File: config.mk
export PLATFORM = sky130hd
export DESIGN_NAME = convolution_3x3
export DESIGN_NICKNAME = d
export VERILOG_FILES = /design/src/rtl/conv_pkg.sv /design/src/rtl/conv_channel_mac.sv /design/src/rtl/convolution_3x3.sv
export SDC_FILE = /design/constraint.sdc
export NUM_CORES = 2
export LEC_CHECK = 0
export BUFFER_PORTS_ARGS = -buffer_cell sky130_fd_sc_hd__buf_2
export CAP_MARGIN = 20
export CORE_UTILIZATION = 25
export DETAILED_ROUTE_END_ITERATION = 8
export PLACE_DENSITY = 0.5
export SYNTH_ARGS = -nofsm -noshare
export SYNTH_HDL_FRONTEND = slang
export SYNTH_SLANG_ARGS = --single-unit
File: constraint.sdc
create_clock -name clk_in -period 6.78 [get_ports clk_in]
set_input_delay 1.356 -clock clk_in [delete_from_list [all_inputs] [get_ports clk_in]]
set_output_delay 1.356 -clock clk_in [all_outputs]
set_load 0.1 [all_outputs]
File: src/rtl/conv_pkg.sv
// -----------------------------------------------------------------------------
// conv_pkg
// Shared widths, types and RGB565 helpers for the 3x3 convolution block
// (convolution_3x3 and its per-channel MAC, conv_channel_mac).
// No ports; imported with `import conv_pkg::*;`.
// -----------------------------------------------------------------------------
package conv_pkg;

    localparam int R_W     = 5;
    localparam int G_W     = 6;
    localparam int B_W     = 5;
    localparam int COEFF_W = 8;
    localparam int PROD_W  = 15;
    localparam int ACC_W   = 20;
    localparam int SHIFT_W = 4;
    localparam int NTAPS   = 9;

    typedef logic signed [COEFF_W-1:0] coeff_t;
    typedef logic signed [PROD_W-1:0]  prod_t;
    typedef logic signed [ACC_W-1:0]   acc_t;

    function automatic logic [R_W-1:0] rgb_r(input logic [15:0] px);
        return px[15:11];
    endfunction

    function automatic logic [G_W-1:0] rgb_g(input logic [15:0] px);
        return px[10:5];
    endfunction

    function automatic logic [B_W-1:0] rgb_b(input logic [15:0] px);
        return px[4:0];
    endfunction

    function automatic logic [15:0] rgb_pack(input logic [R_W-1:0] r,
                                             input logic [G_W-1:0] g,
                                             input logic [B_W-1:0] b);
        return {r, g, b};
    endfunction

endpackage

File: src/rtl/conv_channel_mac.sv
// -----------------------------------------------------------------------------
// conv_channel_mac
// One colour channel of the 3x3 convolution: nine multiplies, an adder tree,
// an arithmetic right shift and a clamp to the channel range. Covers pipeline
// stages S2..S4; the result register is the S4 output.
//
// Optional build macro: CONV_ABS_EN -- when defined, the shifted sum is
// replaced by its absolute value before clamping (edge-detect kernels);
// otherwise negative sums clamp to 0. Latency is the same either way.
//
// Ports:
//   clk_in    system clock
//   rst_in    synchronous active-high reset (clears the result register only)
//   pix_in    nine unsigned channel samples, index = row*3+col
//   coeff_in  nine signed 8-bit coefficients, same indexing
//   shift_in  right-shift amount, captured alongside the products
//   en_s4_in  result register update enable (valid of the sample in S3)
//   chan_out  clamped channel result, held while en_s4_in is low
// -----------------------------------------------------------------------------
module conv_channel_mac
    import conv_pkg::*;
#(
    parameter int CH_W = 5
) (
    input  logic                          clk_in,
    input  logic                          rst_in,
    input  logic [NTAPS-1:0][CH_W-1:0]    pix_in,
    input  logic [NTAPS-1:0][COEFF_W-1:0] coeff_in,
    input  logic [SHIFT_W-1:0]            shift_in,
    input  logic                          en_s4_in,
    output logic [CH_W-1:0]               chan_out
);

    localparam acc_t CH_MAX = acc_t'((1 << CH_W) - 1);

    prod_t              prod_p2_d [NTAPS];
    prod_t              prod_p2_q [NTAPS];
    logic [SHIFT_W-1:0] shift_p2_d, shift_p2_q;
    acc_t               acc_p3_d, acc_p3_q;
    logic [SHIFT_W-1:0] shift_p3_d, shift_p3_q;
    logic [CH_W-1:0]    chan_p4_d, chan_p4_q;

    function automatic acc_t shift_sum(input acc_t v, input logic [SHIFT_W-1:0] s);
        return v >>> s;
    endfunction

    function automatic logic [CH_W-1:0] sat_chan(input acc_t v);
        acc_t m;
`ifdef CONV_ABS_EN
        m = (v < 0) ? -v : v;
`else
        m = v;
`endif
        if (m < 0)
            return '0;
        else if (m > CH_MAX)
            return CH_MAX[CH_W-1:0];
        else
            return m[CH_W-1:0];
    endfunction

    always_comb begin
        // S2: products; the shift is carried with them so a coefficient load
        // switches coefficients and shift on the same pixel.
        for (int i = 0; i < NTAPS; i++) begin
            prod_p2_d[i] = prod_t'($signed({1'b0, pix_in[i]})) * prod_t'(coeff_t'(coeff_in[i]));
        end
        shift_p2_d = shift_in;

        // S3: accumulate; 9 * |8064| fits easily in 20 bits.
        acc_p3_d = '0;
        for (int i = 0; i < NTAPS; i++) begin
            acc_p3_d = acc_p3_d + acc_t'(prod_p2_q[i]);
        end
        shift_p3_d = shift_p2_q;

        // S4: shift and clamp, held when no valid sample is present.
        chan_p4_d = chan_p4_q;
        if (en_s4_in)
            chan_p4_d = sat_chan(shift_sum(acc_p3_q, shift_p3_q));
    end

    always_ff @(posedge clk_in) begin
        prod_p2_q  <= prod_p2_d;
        shift_p2_q <= shift_p2_d;
        acc_p3_q   <= acc_p3_d;
        shift_p3_q <= shift_p3_d;
    end

    always_ff @(posedge clk_in) begin
        if (rst_in)
            chan_p4_q <= '0;
        else
            chan_p4_q <= chan_p4_d;
    end

    assign chan_out = chan_p4_q;

endmodule

File: src/rtl/convolution_3x3.sv
// -----------------------------------------------------------------------------
// convolution_3x3
// Takes one 3-row RGB565 column per valid cycle from the line buffer, builds a
// sliding 3x3 window, applies a runtime-loadable signed kernel to each colour
// channel, shifts/clamps and emits one RGB565 pixel with hcount/vcount
// realigned to the window centre. Latency is 4 cycles, one pixel per cycle.
//
// Optional build macro: CONV_ABS_EN (see conv_channel_mac) -- absolute value
// of the shifted sum instead of clamping negatives to 0.
//
// Ports:
//   clk_in, rst_in   clock, synchronous active-high reset
//   data_in          RGB565 column, [0]=top row, [2]=bottom row
//   data_valid_in    column valid
//   hcount_in        column index of data_in
//   vcount_in        line index of the centre row
//   coeff_in         signed kernel, index = row*3+col, col 0 = leftmost
//   shift_in         right-shift amount 0..15
//   coeff_load_in    latch coeff_in/shift_in at this edge
//   line_out         filtered RGB565 pixel (held between valid outputs)
//   hcount_out       centre column of the emitted pixel
//   vcount_out       line index of the emitted pixel
//   data_valid_out   output valid
// -----------------------------------------------------------------------------
module convolution_3x3
    import conv_pkg::*;
#(
    parameter int HRES = 1280,
    parameter int VRES = 720,
    parameter int K    = 3
) (
    input  logic                 clk_in,
    input  logic                 rst_in,
    input  logic [K-1:0][15:0]   data_in,
    input  logic                 data_valid_in,
    input  logic [10:0]          hcount_in,
    input  logic [9:0]           vcount_in,
    input  logic [K*K-1:0][7:0]  coeff_in,
    input  logic [3:0]           shift_in,
    input  logic                 coeff_load_in,
    output logic [15:0]          line_out,
    output logic [10:0]          hcount_out,
    output logic [9:0]           vcount_out,
    output logic                 data_valid_out
);

    localparam int CW = K * K * 8;
    // Identity kernel: centre tap = 1, all others 0.
    localparam logic [K*K-1:0][7:0] COEFF_ID = CW'(1) << (8 * (K * K / 2));

    // Window indexed [col][row]; col 0 is the oldest (leftmost) column.
    logic [K-1:0][K-1:0][15:0] win_d, win_q;
    logic [K*K-1:0][7:0]       coeff_d, coeff_q;
    logic [3:0]                shift_d, shift_q;

    logic        vld_p1_d, vld_p1_q;
    logic        vld_p2_d, vld_p2_q;
    logic        vld_p3_d, vld_p3_q;
    logic        vld_p4_d, vld_p4_q;
    logic [10:0] hcnt_p1_d, hcnt_p1_q, hcnt_p2_q, hcnt_p3_q;
    logic [9:0]  vcnt_p1_d, vcnt_p1_q, vcnt_p2_q, vcnt_p3_q;
    logic [10:0] hcount_out_d, hcount_out_q;
    logic [9:0]  vcount_out_d, vcount_out_q;

    logic [NTAPS-1:0][R_W-1:0] r_pix;
    logic [NTAPS-1:0][G_W-1:0] g_pix;
    logic [NTAPS-1:0][B_W-1:0] b_pix;
    logic [R_W-1:0]            r_ch;
    logic [G_W-1:0]            g_ch;
    logic [B_W-1:0]            b_ch;

    always_comb begin
        // S1: window shift with zero padding at the left edge of each line.
        win_d = win_q;
        if (data_valid_in) begin
            if (hcount_in == '0) begin
                win_d[0] = '0;
                win_d[1] = '0;
            end else begin
                win_d[0] = win_q[1];
                win_d[1] = win_q[2];
            end
            win_d[2] = data_in;
        end

        coeff_d = coeff_q;
        shift_d = shift_q;
        if (coeff_load_in) begin
            coeff_d = coeff_in;
            shift_d = shift_in;
        end

        // Column 0 only primes the window; the centre lags the input by one.
        vld_p1_d  = data_valid_in && (hcount_in != '0) &&
                    (hcount_in < 11'(HRES)) && (vcount_in < 10'(VRES));
        hcnt_p1_d = hcount_in - 11'd1;
        vcnt_p1_d = vcount_in;

        vld_p2_d = vld_p1_q;
        vld_p3_d = vld_p2_q;
        vld_p4_d = vld_p3_q;

        hcount_out_d = hcount_out_q;
        vcount_out_d = vcount_out_q;
        if (vld_p3_q) begin
            hcount_out_d = hcnt_p3_q;
            vcount_out_d = vcnt_p3_q;
        end
    end

    always_ff @(posedge clk_in) begin
        if (rst_in) begin
            win_q        <= '0;
            coeff_q      <= COEFF_ID;
            shift_q      <= '0;
            vld_p1_q     <= 1'b0;
            vld_p2_q     <= 1'b0;
            vld_p3_q     <= 1'b0;
            vld_p4_q     <= 1'b0;
            hcount_out_q <= '0;
            vcount_out_q <= '0;
        end else begin
            win_q        <= win_d;
            coeff_q      <= coeff_d;
            shift_q      <= shift_d;
            vld_p1_q     <= vld_p1_d;
            vld_p2_q     <= vld_p2_d;
            vld_p3_q     <= vld_p3_d;
            vld_p4_q     <= vld_p4_d;
            hcount_out_q <= hcount_out_d;
            vcount_out_q <= vcount_out_d;
        end
    end

    // S1 -> S3 position tags ride alongside the channel data.
    always_ff @(posedge clk_in) begin
        hcnt_p1_q <= hcnt_p1_d;
        vcnt_p1_q <= vcnt_p1_d;
        hcnt_p2_q <= hcnt_p1_q;
        vcnt_p2_q <= vcnt_p1_q;
        hcnt_p3_q <= hcnt_p2_q;
        vcnt_p3_q <= vcnt_p2_q;
    end

    // S1 -> S2: split the window into per-channel taps, index = row*K+col.
    always_comb begin
        r_pix = '0;
        g_pix = '0;
        b_pix = '0;
        for (int row = 0; row < K; row++) begin
            for (int col = 0; col < K; col++) begin
                r_pix[row*K+col] = rgb_r(win_q[col][row]);
                g_pix[row*K+col] = rgb_g(win_q[col][row]);
                b_pix[row*K+col] = rgb_b(win_q[col][row]);
            end
        end
    end

    conv_channel_mac #(.CH_W(R_W)) u_mac_r (
        .clk_in   (clk_in),
        .rst_in   (rst_in),
        .pix_in   (r_pix),
        .coeff_in (coeff_q),
        .shift_in (shift_q),
        .en_s4_in (vld_p3_q),
        .chan_out (r_ch)
    );

    conv_channel_mac #(.CH_W(G_W)) u_mac_g (
        .clk_in   (clk_in),
        .rst_in   (rst_in),
        .pix_in   (g_pix),
        .coeff_in (coeff_q),
        .shift_in (shift_q),
        .en_s4_in (vld_p3_q),
        .chan_out (g_ch)
    );

    conv_channel_mac #(.CH_W(B_W)) u_mac_b (
        .clk_in   (clk_in),
        .rst_in   (rst_in),
        .pix_in   (b_pix),
        .coeff_in (coeff_q),
        .shift_in (shift_q),
        .en_s4_in (vld_p3_q),
        .chan_out (b_ch)
    );

    assign line_out       = rgb_pack(r_ch, g_ch, b_ch);
    assign hcount_out     = hcount_out_q;
    assign vcount_out     = vcount_out_q;
    assign data_valid_out = vld_p4_q;

endmodule

# Yosys cells after proc, flatten, opt, wreduce, memory -nomap -nowiden
# Index checks and enable logic that the tools add are counted.
# word_totals
word_cells,141
romBits,0
latchBits,0
ram_bits,0
n_memories,0
register_bits,779
# op_classes
n_shift,3
bitwise_logic,0
eq_ne,0
magnitude_cmp,8
div_mod_pow,0
n_mul,27
n_addsub,25
reduce_logical,5
n_mux,7
# ops
op,count
6-bit by 8-bit multiplier with 14-bit output,18
20-bit by 14-bit adder with 20-bit output,10
7-bit by 8-bit multiplier with 15-bit output,9
20-bit by 15-bit adder with 20-bit output,6
96-bit two-way mux,1
"20-bit by 1-bit < comparator with 1-bit output, second input constant",3
20-bit by 4-bit >>> shifter with 20-bit output,3
"20-bit by 6-bit > comparator with 1-bit output, second input constant",2
16-bit by 14-bit adder with 17-bit output,2
15-bit by 14-bit adder with 16-bit output,2
14-bit by 14-bit adder with 15-bit output,2
"20-bit by 7-bit > comparator with 1-bit output, second input constant",1
5-bit two-way mux,4
16-bit by 15-bit adder with 17-bit output,1
15-bit by 15-bit adder with 16-bit output,1
6-bit two-way mux,2
11-bit zero test,1
"11-bit < comparator, second input constant",1
11-bit nonzero test,1
"11-bit by 1-bit subtractor with 11-bit output, second input constant",1
"10-bit < comparator, second input constant",1
1-bit logical AND,3

# Logic depth before layout (Yosys ltp)
# logic_depth
word_depth,8
ltp_mapped,27
depth_no_buf,27

# Cells and area by module
# From an unflattened synthesis, not the netlist that was laid out.
# unflattened
cells_unflattened,7801
hier_area_um2,76094.2
# modules_own_cells
module,n_inst,cells_each,seq_area_each_um2,area_each_um2
conv_channel_mac (u_mac_g),1,2655,3383.2,25075.3
conv_channel_mac (u_mac_r),1,2162,3183.1,20607.3
conv_channel_mac (u_mac_b),1,1973,3183.1,19695.1
convolution_3x3,1,1011,6165.9,10716.5

# Least setup slack after synthesis
# No wires, ideal clock.
# synth_timing
kind,register to register
startpoint,reg u_mac_g.prod_p2_q[91] (netlist name)
endpoint,reg u_mac_g.acc_p3_q[19]
n_path_buf,0
arrival_ns,6.213
synth_period_minus_slack_ns,6.353
setup_slack_ns,0.427
stages_incl_launch_ff,24
cell_sequence,dfxtp_1 -> fa_1 -> ha_1 -> fa_1 -> a21o_1 -> a21o_1 -> a21oi_1 -> o21ai_0 -> o41ai_2 -> or4b_2 -> o311ai_0 -> fa_1 -> inv_1 -> fa_1 -> fa_1 -> fa_1 -> inv_1 -> ha_1 -> nand2_1 -> nor2_1 -> nand3_1 -> a31oi_1 -> mux2i_1 -> o311ai_0
# synth_via
elab_chain_cells,7
# synth_rtl
element,line_no,text
"start, declared",conv_channel_mac.sv:37,prod_t prod_p2_q [NTAPS];
"start signal, assigned",conv_channel_mac.sv:84,prod_p2_q <= prod_p2_d;
16-bit by 15-bit adder with 17-bit output,conv_channel_mac.sv:73,acc_p3_d = acc_p3_d + acc_t'(prod_p2_q[i]);
20-bit by 15-bit adder with 20-bit output (6 in series),conv_channel_mac.sv:73,
via u_mac_g.acc_p3_d[19],conv_channel_mac.sv:39,"acc_t acc_p3_d, acc_p3_q;"
"end signal, assigned",conv_channel_mac.sv:86,acc_p3_q <= acc_p3_d;
"end, declared",conv_channel_mac.sv:39,
# The timed path passes the listed nets, and every way through them passes these cells.
# A chain may end at the register's enable or synchronous reset.

# Final worst setup path
# Ends and elaborated chain as after synthesis.

==> impl_results.md <==
- Status: finished clean
- Layout Skew: 0.0807 ns
- Main synth FF type: dfxtp_1
- Starting Density: 0.252
- Remaining DRCs: 0
- Root Driver: clkbuf_16
- Largest fanout on the critical path: 3
- DR pass1 iterations: 5
- Largest net degree at the start of global routing: 157
- Slew headroom: 0.252
- CTS buffer count: 105
- Crit path required time: 7.44 ns
- DIE WIDTH: 557 um
- Warnings from Yosys: 0
- Antenna violations before repair: 14
- Row count: 203
- DR WL/cell: 17.0 um
- CTS sink cnt: 779
- Ys async rst share: 0
- Max Cap Violations: 0
- Final Slew Violations: 0
- DPL Wire Length: 172000 um
- Die area: 311000 um^2
- Layout area overhead: 12.0%
- I/O pin count: 187
- Mapped Avg Cell Area: 9.45 um^2
- DR iter-0 viols: 2777
- First-pass GRT wire length: 333000 um
- #FFs+latches synth: 779
- RSZ-0062 raised after global routing: true
- Number of flops mapped to enable cells by yosys: 0
- Critical path class: reg -> reg
- Commonest non-fill, non-tap cell in the layout: inv_1
- Drt total wl: 212000 um
- Clock transition at path regs: 0.06 ns
- CTS tree: yes
- Fin crit period: 6.43 ns
- # H-tree levels: 3
- Startpoint types: register
- Via/cell ratio: 4.28
- Post-Syn Nets: 10200
- Die Y: 557 um
- Routed Antenna Nets: 0
- Vias in the first global route: 57100
- Setup-failing EPs final: 0
- Clock Latency Late Sink: 0.85 ns
- Leak pwr: 43.6 nW
- Final count of hold timing violations: 0
- DP Cell Count: 12300
- Pwr/cell area: 183 nW/um^2
- Distinct cell type count after synthesis: 77
- Core area: 306000 um^2
- Non-Filler Instances: 12500
- Worst slack, placed: 0.0132 ns
- Hold buffer count at CTS: 0
- Register area share after synthesis: 0.202
- Syn Inst Count: 8160
- Total track usage: 0.139
- Port bufs: 186
- Share of layout cells above drive strength 1: 0.0655
- Max VDD drop: 0.000197 V
- Fin crit share: 0.949
- Clock Tree Buf Depth: 4
- Critical Path End Type: register
- Worst EP arrival: 7.10 ns
- Layout Utilization: 0.282
- Most frequent cells in the layout: inv_1, fa_1, ha_1
- Final worst-path setup slack: 0.348 ns
- Gr ovfl total: 0
- Via count: 53400
- Nets: 10300
- Worst Tran Pin Value: 1.11 ns
- Post-synthesis cell area: 77100 um^2
- Worst hold-check path type: reg -> reg
- RePlAce Congestion: 0.913
- Max Fclk: 155 MHz
[sequential cells by signal, summed over array words and instances (netlist names), 11 cells and up]
register / flops
b_pix: 45
coeff_q: 72
g_pix: 54
hcnt_p1_q: 11
hcnt_p2_q: 11
hcnt_p3_q: 11
hcount_out: 11
r_pix: 45
u_mac_b.acc_p3_q: 20
u_mac_b.prod_p2_q: 126
u_mac_g.acc_p3_q: 20
u_mac_g.prod_p2_q: 135
u_mac_r.acc_p3_q: 20
u_mac_r.prod_p2_q: 126
[where the power goes]
| group | switching, mW | internal (mW) |
|---|---|---|
| Clock | 2.35 | 3.39 |
| Sequential | 0.548 | 5.00 |
| Combinational | 2.56 | 1.96 |
[worst max-delay path, cell delays in order (launching register included)]
cell and delay, ns:
dfxtp_1 0.31, fa_1 0.48, ha_2 0.21, fa_1 0.44, a21o_1 0.19, a21o_1 0.20
a21oi_2 0.16, o21ai_1 0.12, o41ai_2 0.32, or4b_4 0.50, o311ai_2 0.11, fa_1 0.46
inv_1 0.09, fa_1 0.44, fa_1 0.48, fa_1 0.49, inv_1 0.04, ha_1 0.31
buf_4 0.16, a21oi_2 0.13, o21a_1 0.20, a31oi_4 0.11, mux2i_1 0.15, o311ai_0 0.14
[cells in the mapped netlist, types with 22 or more instances]
master    instances  area, um^2
nand4_1          22         138
nor2_1          446        1670
xnor2_1         332        2910
nand2_1         460        1730
inv_1          1626        6100
nor2b_1         153         957
clkbuf_1        189         709
o21ai_0          99         495
and3_1           22         138
mux2i_1         181        1810
ha_1            825       10300
o21a_1           54         405
nand3_1          38         190
and2_1          808        5050
a21o_1           84         631
a21oi_2          30         263
or3_1            22         138
dfxtp_1         779       15600
o21bai_1         34         255
nor3_1           96         480
xor2_1           91         797
mux4_2           31         698
fa_1           1058       21200
a21oi_1         347        1740
nand2b_1         25         156
[what timing repair did]
item	in CTS	in global routing
setup endpoints to repair	1	13
resized for setup	1	20
setup buffers	0	0
cloned	0	0
pin swaps	0	4
[metal layers]
metal  share of wire  global-route usage
met5        0.000057                   0
met3           0.040              0.0188
met1            0.44               0.175
met2            0.48               0.241
met4           0.035              0.0471
[final cells by class]
class / instances / area (um^2)
multi-input cells: 5525 / 54500
clock buffers: 132 / 2910
inverters: 1627 / 6110
fillers: 32600 / 220000
clock inverters: 54 / 607
diodes: 8 / 20.0
repair buffers: 249 / 1460
well taps: 4100 / 5130
flip-flops and latches: 779 / 15600
[logic make-up (layout without fill, tap and decap cells)]
family,after synthesis,after routing,synth area share
fa+ha+maj,1883,1883,0.409
flops,779,779,0.202
buf+inv,1856,2062,0.0920
simple gates,2163,2163,0.145
other cells,0,8,0
compound gates,825,825,0.0684
xor+xnor,423,423,0.0481
mux,231,231,0.0353
[through the flow]
step                      cell area (um^2)  total power [mW]  setup TNS (ns)  hold WS, ns
after floorplan                      77100              8.62               0        0.310
after global placement               82700              10.1               0        0.311
after detailed placement             82700              10.1               0        0.312
after CTS                            86200              16.0               0        0.326
after global routing                 86300              16.8         -0.0531        0.330
final                                86300              15.8               0        0.324
[worst paths after layout]
check,from,end,slack [ns],depth (start not counted)
max,u_mac_g.prod_p2_q[91]$_DFF_P_,u_mac_g.acc_p3_q[19]$_DFF_P_,0.35,23
min,hcnt_p1_q[10]$_DFF_P_,hcnt_p2_q[10]$_DFF_P_,0.32,0
max reg2reg,u_mac_g.prod_p2_q[91]$_DFF_P_,u_mac_g.acc_p3_q[19]$_DFF_P_,0.35,23
min reg2reg,hcnt_p1_q[10]$_DFF_P_,hcnt_p2_q[10]$_DFF_P_,0.32,0
(Power assumes the default switching activity.)
